===== config.mk =====
export PLATFORM = sky130hd
export DESIGN_NAME = sipo_deserializer_flat
export DESIGN_NICKNAME = d
export VERILOG_FILES = /design/src/rtl/sipo_deserializer_pkg.sv /design/src/rtl/sipo_deserializer_if.sv /design/src/rtl/sipo_deserializer.sv /design/src/flat_wrapper.sv
export SDC_FILE = /design/constraint.sdc
export NUM_CORES = 1
export LEC_CHECK = 0
export BUFFER_PORTS_ARGS = -buffer_cell sky130_fd_sc_hd__buf_2
export CORE_MARGIN = 1
export CORE_UTILIZATION = 52
export DETAILED_ROUTE_END_ITERATION = 6
export PLACE_DENSITY_LB_ADDON = 0.2
export SLEW_MARGIN = 40
export SYNTH_ARGS = -nofsm -noshare
export SYNTH_HDL_FRONTEND = slang
export SYNTH_SLANG_ARGS = --single-unit

===== constraint.sdc =====
create_clock -name clk -period 1.7 [get_ports clk]
set_input_delay 0.34 -clock clk [delete_from_list [all_inputs] [get_ports clk]]
set_output_delay 0.34 -clock clk [all_outputs]
set_load 0.1 [all_outputs]

===== src/rtl/sipo_deserializer_pkg.sv =====
// Shared types and sizing helpers for the SIPO deserializer.
// Optional even-parity bit support is enabled by defining SIPO_PARITY_EN.
package sipo_pkg;

    typedef enum logic [1:0] {
        IDLE   = 2'd0,
        SHIFT  = 2'd1,
        PARITY = 2'd2
    } sipo_state_t;

    localparam int unsigned SIPO_WIDTH = 8;

    // Bit counter must be able to hold WIDTH+1 (data bits plus a parity bit).
    function automatic int unsigned sipo_cnt_width(input int unsigned width);
        return $clog2(width + 2);
    endfunction

endpackage


===== src/rtl/sipo_deserializer_if.sv =====
// Serial-in / parallel-out bundle between a bit source, the deserializer and its consumer.
// Optional even-parity bit support is enabled by defining SIPO_PARITY_EN.
interface sipo_deserializer_if
    import sipo_pkg::*;
#(
    parameter int unsigned WIDTH = SIPO_WIDTH
);

    logic             serial_in;
    logic             bit_valid;
    logic             frame_start;
    logic [WIDTH-1:0] parallel_out;
    logic             out_valid;
    logic             out_ready;
    logic             overrun;
    logic             frame_err;
    logic             parity_err;

    modport master (
        output serial_in,
        output bit_valid,
        output frame_start,
        output out_ready,
        input  parallel_out,
        input  out_valid,
        input  overrun,
        input  frame_err,
        input  parity_err
    );

    modport slave (
        input  serial_in,
        input  bit_valid,
        input  frame_start,
        input  out_ready,
        output parallel_out,
        output out_valid,
        output overrun,
        output frame_err,
        output parity_err
    );

endinterface


===== src/rtl/sipo_deserializer.sv =====
// MSB-first serial-to-parallel deserializer with valid/ready output, framing and overrun flags.
// Define SIPO_PARITY_EN to expect a trailing even-parity bit after each word.
module sipo_deserializer
    import sipo_pkg::*;
#(
    parameter int unsigned WIDTH = SIPO_WIDTH
) (
    input  logic               clk,
    input  logic               reset,
    sipo_deserializer_if.slave bus
);

    localparam int unsigned   CW        = sipo_cnt_width(WIDTH);
    localparam logic [CW-1:0] LAST_DATA = CW'(WIDTH - 1);

    sipo_state_t      r_state;
    logic [CW-1:0]    r_count;
    logic [WIDTH-1:0] r_shift;
    logic [WIDTH-1:0] r_data;
    logic             r_valid;
    logic             r_overrun;
    logic             r_frame_err;

    logic [WIDTH-1:0] w_shift_next;
    logic [WIDTH-1:0] w_word;
    logic             w_restart;
    logic             w_complete;
    logic             w_accept_new;

    assign w_shift_next = {r_shift[WIDTH-2:0], bus.serial_in};
    assign w_restart    = bus.bit_valid && bus.frame_start;
    assign w_accept_new = !r_valid || bus.out_ready;

`ifdef SIPO_PARITY_EN
    logic r_parity_err;
    logic w_word_perr;

    // The parity bit is not shifted in, so the held shift register is the word.
    always_comb begin
        w_complete  = 1'b0;
        w_word      = r_shift;
        w_word_perr = ^{r_shift, bus.serial_in};
        if (bus.bit_valid && !bus.frame_start && (r_state == PARITY)) begin
            w_complete = 1'b1;
        end
    end
`else
    always_comb begin
        w_complete = 1'b0;
        w_word     = w_shift_next;
        if (bus.bit_valid && !bus.frame_start && (r_state == SHIFT)
            && (r_count == LAST_DATA)) begin
            w_complete = 1'b1;
        end
    end
`endif

    always_ff @(posedge clk) begin
        if (reset) begin
            r_state     <= IDLE;
            r_count     <= '0;
            r_shift     <= '0;
            r_data      <= '0;
            r_valid     <= 1'b0;
            r_overrun   <= 1'b0;
            r_frame_err <= 1'b0;
`ifdef SIPO_PARITY_EN
            r_parity_err <= 1'b0;
`endif
        end else begin
            r_frame_err <= 1'b0;
            if (r_valid && bus.out_ready) begin
                r_valid <= 1'b0;
            end

            // A framed bit always restarts; it is an error only if a word was in flight.
            if (w_restart) begin
                r_frame_err <= (r_state != IDLE);
                r_shift     <= w_shift_next;
                r_count     <= CW'(1);
                r_state     <= SHIFT;
            end else if (bus.bit_valid) begin
                case (r_state)
                    SHIFT: begin
                        r_shift <= w_shift_next;
                        if (r_count == LAST_DATA) begin
`ifdef SIPO_PARITY_EN
                            r_count <= r_count + CW'(1);
                            r_state <= PARITY;
`else
                            r_count <= '0;
                            r_state <= IDLE;
`endif
                        end else begin
                            r_count <= r_count + CW'(1);
                        end
                    end
                    PARITY: begin
                        r_count <= '0;
                        r_state <= IDLE;
                    end
                    default: ;
                endcase
            end

            if (w_complete) begin
                if (w_accept_new) begin
                    r_data  <= w_word;
                    r_valid <= 1'b1;
`ifdef SIPO_PARITY_EN
                    r_parity_err <= w_word_perr;
`endif
                end else begin
                    r_overrun <= 1'b1;
                end
            end
        end
    end

    assign bus.parallel_out = r_data;
    assign bus.out_valid    = r_valid;
    assign bus.overrun      = r_overrun;
    assign bus.frame_err    = r_frame_err;
`ifdef SIPO_PARITY_EN
    assign bus.parity_err   = r_parity_err;
`else
    assign bus.parity_err   = 1'b0;
`endif

endmodule


===== src/flat_wrapper.sv =====
// flat-port wrapper written by rule: the top's interface ports become plain ports
module sipo_deserializer_flat import sipo_pkg::*;
#(
    parameter int unsigned WIDTH = SIPO_WIDTH
)
  (clk, reset, bus_serial_in, bus_bit_valid, bus_frame_start, bus_out_ready, bus_parallel_out, bus_out_valid, bus_overrun, bus_frame_err, bus_parity_err);
  sipo_deserializer_if #(.WIDTH(WIDTH)) bus_i ();
  input  logic clk;
  input  logic reset;
  input wire logic [$bits(bus_i.serial_in)-1:0] bus_serial_in;
  input wire logic [$bits(bus_i.bit_valid)-1:0] bus_bit_valid;
  input wire logic [$bits(bus_i.frame_start)-1:0] bus_frame_start;
  input wire logic [$bits(bus_i.out_ready)-1:0] bus_out_ready;
  output wire logic [$bits(bus_i.parallel_out)-1:0] bus_parallel_out;
  output wire logic [$bits(bus_i.out_valid)-1:0] bus_out_valid;
  output wire logic [$bits(bus_i.overrun)-1:0] bus_overrun;
  output wire logic [$bits(bus_i.frame_err)-1:0] bus_frame_err;
  output wire logic [$bits(bus_i.parity_err)-1:0] bus_parity_err;
  assign bus_i.serial_in = bus_serial_in;
  assign bus_i.bit_valid = bus_bit_valid;
  assign bus_i.frame_start = bus_frame_start;
  assign bus_i.out_ready = bus_out_ready;
  assign bus_parallel_out = bus_i.parallel_out;
  assign bus_out_valid = bus_i.out_valid;
  assign bus_overrun = bus_i.overrun;
  assign bus_frame_err = bus_i.frame_err;
  assign bus_parity_err = bus_i.parity_err;
  sipo_deserializer #(.WIDTH(WIDTH)) u_core (.clk(clk), .reset(reset), .bus(bus_i));
endmodule

==> flow_summary_export.csv, run 1 <==
group,metric,value,unit
status,status,"finished, final reports clean",
pwr,power.leakage,0.4721,nW
setup_path,required,1.94,ns
setup_path,critical_path_class,"flop to flop",
job,maxCapViolCount,0,
cts,cts_resized,0,
setup_path,path_cells,"ha_1 -> nand4b_2 -> nor4_4 -> buf_4 -> mux2i_1",
route,postRouteAntennaNets,0,
pwr,vdd_ir_drop_max,0.0005266,V
sta,holdWs,0.2707,ns
yosys,synth_top_area_share,0.4724,
setup_path,cp_top_family,"flip-flops",
route,drt-initial-drc-count,5,
yosys,synth_edf_count,0,
setup_path,start_kind,"flop",
yosys,yosysWarnings,0,
route,first_pass_iters,3,
sta,setup_viol,0,
sta,rsz0062_at_grt,"false",
grt,grtUsageTotal,0.1749,
setup_path,slowest_stage,"dfxtp_1",
pwr,powerDensity,791.1,mW/mm^2
setup_path,worstPathMaxFanout,8,
setup_path,timing.rr.start,"u_core.r_count[0]",
cts,cts_tree,"built",
yosys,ys_types,27,
floorplanning,num_rows,15,
layout,multi_input_area,488.0,um^2
cts,cts_sinks,23,
setup_path,arrival,1.74,ns
sta,fin_crit_sh,0.8782,
min_path,hp-class,"input pin to flop",
yosys,synth_area_leader_cell,"dfxtp_1",
placed_design,place.gp.congestion,0.7324,
route,wl_per_cell,10.95,um
sta,fin_tns_setup,0,ns
min_path,worstHoldStart,"bus_serial_in",
placed_design,place_area,0.001079,mm^2
layout,drive_above_1_share,0.2368,
grt,grt_pass1_vias,602,
yosys,yosys_most_used_dff,"dfxtp_1",
yosys,synth_cells,97,
layout,fin_nets,122,
route,vias_per_cell,4.885,
yosys,syn_area,974.7,um^2
cts,cts_setup_buffers,0,
sta,hold_violations,0,
setup_path,critPathLaunch,"u_core.r_count[0]",
layout,n_antenna_cell,0,
setup_path,crit_buf_inv,1,
yosys,avgSynthCellArea,10.05,um^2
grt,grt_max_degree,32,
cts,worstSkewPairLatency,0.30,ns
cts,hold_buffers,0,
cts,cts-htree-levels,1,
grt,antenna_found_initial,0,
setup_path,slowest_delay,0.40,ns
grt,grt.overflow.total,0,
yosys,ys_ff_latch,23,
cts,clkTransAtPathRegs,0.13,ns
layout,nFillCells,169,
cts,clockBufferDepth,2,
floorplanning,ios,18,
yosys,ys_async_sr_fraction,0,
floorplanning,fp.dieH,45.30,um
floorplanning,start_util,0.5584,
floorplanning,die_area,0.002052,mm^2
sta,fin_ws,0.2071,ns
route,drt-total-wl,1522,um
floorplanning,core,0.001745,mm^2
placed_design,port_buffers,16,
route,route.detailed.drc,0,
grt,grt_pass1_wl,2573,um
layout,fin_area,0.001106,mm^2
sta,max_freq,669.8,MHz
yosys,synth.most_common_cell,"dfxtp_1",
yosys,ys_seq_area_frac,0.4724,
route,vias,679,
floorplanning,die_x,45.30,um
placed_design,place_ws,0.2206,ns
setup_path,crit_path_end_kind,"flop",
sta,slew_violations,0,
yosys,syn_nets,104,
cts,cts_buffers,3,
yosys,synth_commonest_cells,"dfxtp_1, nand2b_1, mux2i_1, nor2_1, a21oi_1",
sta,period_minus_slack,1.493,ns
layout,area_growth,13.48,%
layout,regArea,460.4,um^2
sta,skew,0.003983,ns
cts,clockRootBuffer,"clkbuf_4",
yosys,synth_area_leaders,"dfxtp_1, mux2i_1, nand2b_1",
[placed cells by master, fill, tap and decap left out]
cell type,count
a211oi_1,1
clkinv_2,1
nand3_1,1
conb_1,1
a21oi_1,5
buf_4,2
o21ai_2,1
ha_1,1
and3b_1,1
nand2b_1,16
or4_1,1
and3b_2,1
or3_1,1
buf_2,16
nor4_4,1
nor2b_1,1
clkbuf_4,3
dfxtp_1,23
inv_2,1
nand3b_1,1
a31oi_1,1
mux2i_1,15
nor2_1,11
nand2_1,1
nand4b_2,1
a22oi_1,2
o21ai_0,2
a221oi_1,1
nor3b_1,1
[power breakdown]
part,total [mW],switching (mW),internal (mW)
Combinational,0.0684,0.0429,0.0255
Clock,0.254,0.166,0.0877
Sequential,0.553,0.00698,0.546
[worst paths after layout]
path                                endpoint  slack (ns)  depth (start not counted)
setup / recovery  u_core.bus.parallel_out[3]        0.21                          5
hold / removal             u_core.r_shift[0]        0.27                          3
setup reg to reg  u_core.bus.parallel_out[3]        0.21                          5
hold reg to reg   u_core.bus.parallel_out[4]        0.48                          2
[cells by family (layout without fill, tap and decap cells)]
group / Yosys count / after routing / synth area share
AOI/OAI and AO/OA: 13 / 13 / 0.08344
other: 1 / 1 / 0.003847
buffers and inverters: 6 / 23 / 0.02695
adders and majority gates: 1 / 1 / 0.01283
and+or+nand+nor: 38 / 38 / 0.2465
muxes: 15 / 15 / 0.1540
DFF: 23 / 23 / 0.4724
[final cells by class]
cell class,count,share of cell area
flip-flops and latches,23,0.4163
well taps,25,0.02828
inverters,1,0.003394
clock buffers,3,0.02036
repair buffers,18,0.08597
multi-input cells,68,0.4412
clock inverters,1,0.004525
[metrics by stage]
stage,util,power [mW],std cells
floorplan,-,0.6178,97
global placement,0.6179,0.6315,135
detailed placement,0.6179,0.6331,135
CTS,0.6337,0.8779,139
global route,0.6337,0.9176,139
finish,0.6337,0.8750,139
[registers in the layout, summed over array words and instances, names as in the netlist]
| name | count |
|---|---|
| u_core.r_count | 4 |
| u_core.bus.frame_err | 1 |
| u_core.r_state | 1 |
| u_core.bus.overrun | 1 |
| u_core.bus.parallel_out | 8 |
| u_core.r_shift | 7 |
| u_core.bus.out_valid | 1 |
[worst reg2reg max path: cells and delay by family, from the launching register on]
kind,cells,cell delay [ns]
and+or+nand+nor,2,0.37
muxes,1,0.19
DFF,1,0.40
buffers and inverters,1,0.22
adders and majority gates,1,0.26
[layer usage]
layer,wire [um],GRT usage
met1,833,0.2500
met2,635,0.2464
met3,38,0.03600
met4,15,0.09091
met5,0,0
(Power assumes the default switching activity.)
==> inputs of run 2 (changes only) <==
==> constraint.sdc (replaced) <==
create_clock -name clk -period 1.4 [get_ports clk]
set_input_delay 0.28 -clock clk [delete_from_list [all_inputs] [get_ports clk]]
set_output_delay 0.28 -clock clk [all_outputs]
set_load 0.1 [all_outputs]
==> run 2 against run 1 <==
  * Count of clock-buffer cells in the layout unchanged
  * Register-to-register slack got worse by 0.12 ns
  * Sequential share of layout area decreased by 3.0 points
  * Total power increased by 21%
  * Utilization increased by 6.5 points
  * Cell area increased by 10%
  * Final cell count increased by 2.9%
  * Flip-flop and latch count unchanged
  * Die area unchanged
  * Sequential power increased by 21%
  * Largest power group unchanged
==> flow_summary_export.csv, run 2 (synthesis gave the netlist of run 1 again) <==
group,metric,value,unit
status,status,"finished, final reports clean",
route,drt-initial-drc-count,6,
setup_path,slowest_stage,"buf_2",
job,maxCapViolCount,0,
pwr,pwr-share-seq,0.632,
pwr,swShare,0.2364,
route,vias_per_cell,5.133,
floorplanning,die_area,0.002052,mm^2
route,wl_per_cell,10.73,um
layout,final_common_cell,"dfxtp_1",
setup_path,arrival,1.07,ns
setup_path,path_depth,1,
pwr,power_frac_comb,0.093,
grt,grt.overflow.total,0,
setup_path,start_kind,"flop",
sta,hold_violations,0,
layout,fin_nets,126,
pwr,p_clk_frac,0.275,
layout,fin_area,0.001219,mm^2
cts,clockBufferDepth,2,
sta,max_freq,740.4,MHz
route,first_pass_iters,4,
layout,final_cell_mix,"dfxtp_1, nand2b_1, mux2i_1",
cts,hold_buffers,0,
route,postRouteAntennaNets,0,
setup_path,crit_path_end_kind,"output port",
cts,cts_buffers,3,
sta,setup_viol,0,
pwr,vdd_ir_drop_max,0.0006809,V
sta,rsz0062_at_grt,"false",
setup_path,cp_top_family,"buffers and inverters",
placed_design,port_buffers,16,
floorplanning,ios,18,
grt,grt_max_degree,32,
floorplanning,start_util,0.5584,
cts,cts_tree,"built",
sta,skew,0.003104,ns
sta,fin_tns_setup,0,ns
min_path,holdPathStages,3,
layout,drive_above_1_share,0.3305,
pwr,power.leakage,0.5087,nW
sta,period_minus_slack,1.351,ns
layout,n_antenna_cell,0,
route,drt-total-wl,1534,um
placed_design,place_area,0.001156,mm^2
setup_path,path_cells,"buf_2",
cts,cts_sinks,23,
floorplanning,core,0.001745,mm^2
route,vias,734,
cts,worstSkewPairLatency,0.30,ns
sta,slew_violations,0,
sta,holdWs,0.2184,ns
cts,clkTransAtPathRegs,0.12,ns
setup_path,critical_path_class,"flop to output port",
floorplanning,num_rows,15,
setup_path,ff2ff_path_depth,3,
pwr,switching_power,250.2,uW
min_path,hp-class,"input pin to flop",
layout,post-route-util,0.6982,
floorplanning,fp.dieH,45.30,um
cts,cts-htree-levels,1,
setup_path,crit_buf_inv,1,
floorplanning,die_x,45.30,um
setup_path,required,1.12,ns
route,route.detailed.drc,0,
grt,grt_pass1_vias,627,
placed_design,place.gp.congestion,0.7937,
layout,area_growth,25.03,%
setup_path,worstPathMaxFanout,2,
pwr,powerDensity,868.5,mW/mm^2
grt,grt_pass1_wl,2704,um
grt,antenna_found_initial,0,
cts,cts_setup_buffers,0,
layout,largest_reg_flops,8,
grt,grtUsageTotal,0.1828,
cts,clockRootBuffer,"clkbuf_4",
placed_design,hpwl,1127,um
setup_path,slowest_delay,0.43,ns
sta,fin_crit_sh,0.9648,
pwr,p_int,808.2,uW
[run 2: cell count changes in the layout (fill, tap and decap cells not counted), sizes merged]
| cell | change |
|---|---|
| clkbuf | +7 |
| buf | -3 |
[run 2: worst reg2reg max path, delay by kind of cell, from the launching register on]
family	cells	cell delay, ns
and+or+nand+nor	1	0.48
DFF	1	0.38
adders and majority gates	1	0.18
AOI/OAI and AO/OA	1	0.21
[run 2: final timing paths]
kind	start	endpoint	slack [ns]
worst max register to register	u_core.r_count[1]	u_core.r_count[3]	0.09
worst min-delay path	bus_serial_in	u_core.r_shift[0]	0.22
worst min register to register	u_core.bus.parallel_out[1]	u_core.bus.parallel_out[1]	0.48
worst max-delay path	u_core.bus.overrun	bus_overrun	0.05
[run 2: stage by stage]
step           setup WS [ns]  total power [mW]  instances
2_1_floorplan       -0.04776            0.7511         97
3_3_place_gp         0.07096            0.7804        139
3_5_place_dp         0.01704            0.7840        139
4_1_cts              0.01312             1.077        143
5_1_grt            0.0005079             1.114        143
6_report             0.04935             1.058        143
[run 2: power by group through the flow]
stage	registers, mW	logic (mW)	clock network (mW)
2_1_floorplan	0.687	0.0639	0
3_3_place_gp	0.684	0.0965	0
3_5_place_dp	0.685	0.0990	0
4_1_cts	0.670	0.0993	0.307
5_1_grt	0.671	0.108	0.336
6_report	0.669	0.0986	0.291
[run 2: routing by layer]
metal	part of all wire	track usage	vias up	routed length, um
met3	0.031	0.04800	2	48
met2	0.48	0.2928	20	729
met4	0.0085	0.07273	0	13
met5	0	0	-	0
met1	0.48	0.2333	334	743
li1	-	-	378	-
[run 2: repair_timing]
item	CTS	global route
hold endpoints to repair	0	0
resized for setup	0	12
endpoints found under the setup margin	0	16
[run 2: area by class of cell]
| cell class | count | area, um^2 |
|---|---|---|
| Multi-Input combinational cell | 68 | 526.8 |
| Inverter | 1 | 3.754 |
| Clock inverter | 1 | 5.005 |
| Clock buffer | 3 | 22.52 |
| Sequential cell | 23 | 470.5 |
| Timing Repair Buffer | 22 | 158.9 |
| Fill cell | 137 | 526.8 |
| Tap cell | 25 | 31.28 |
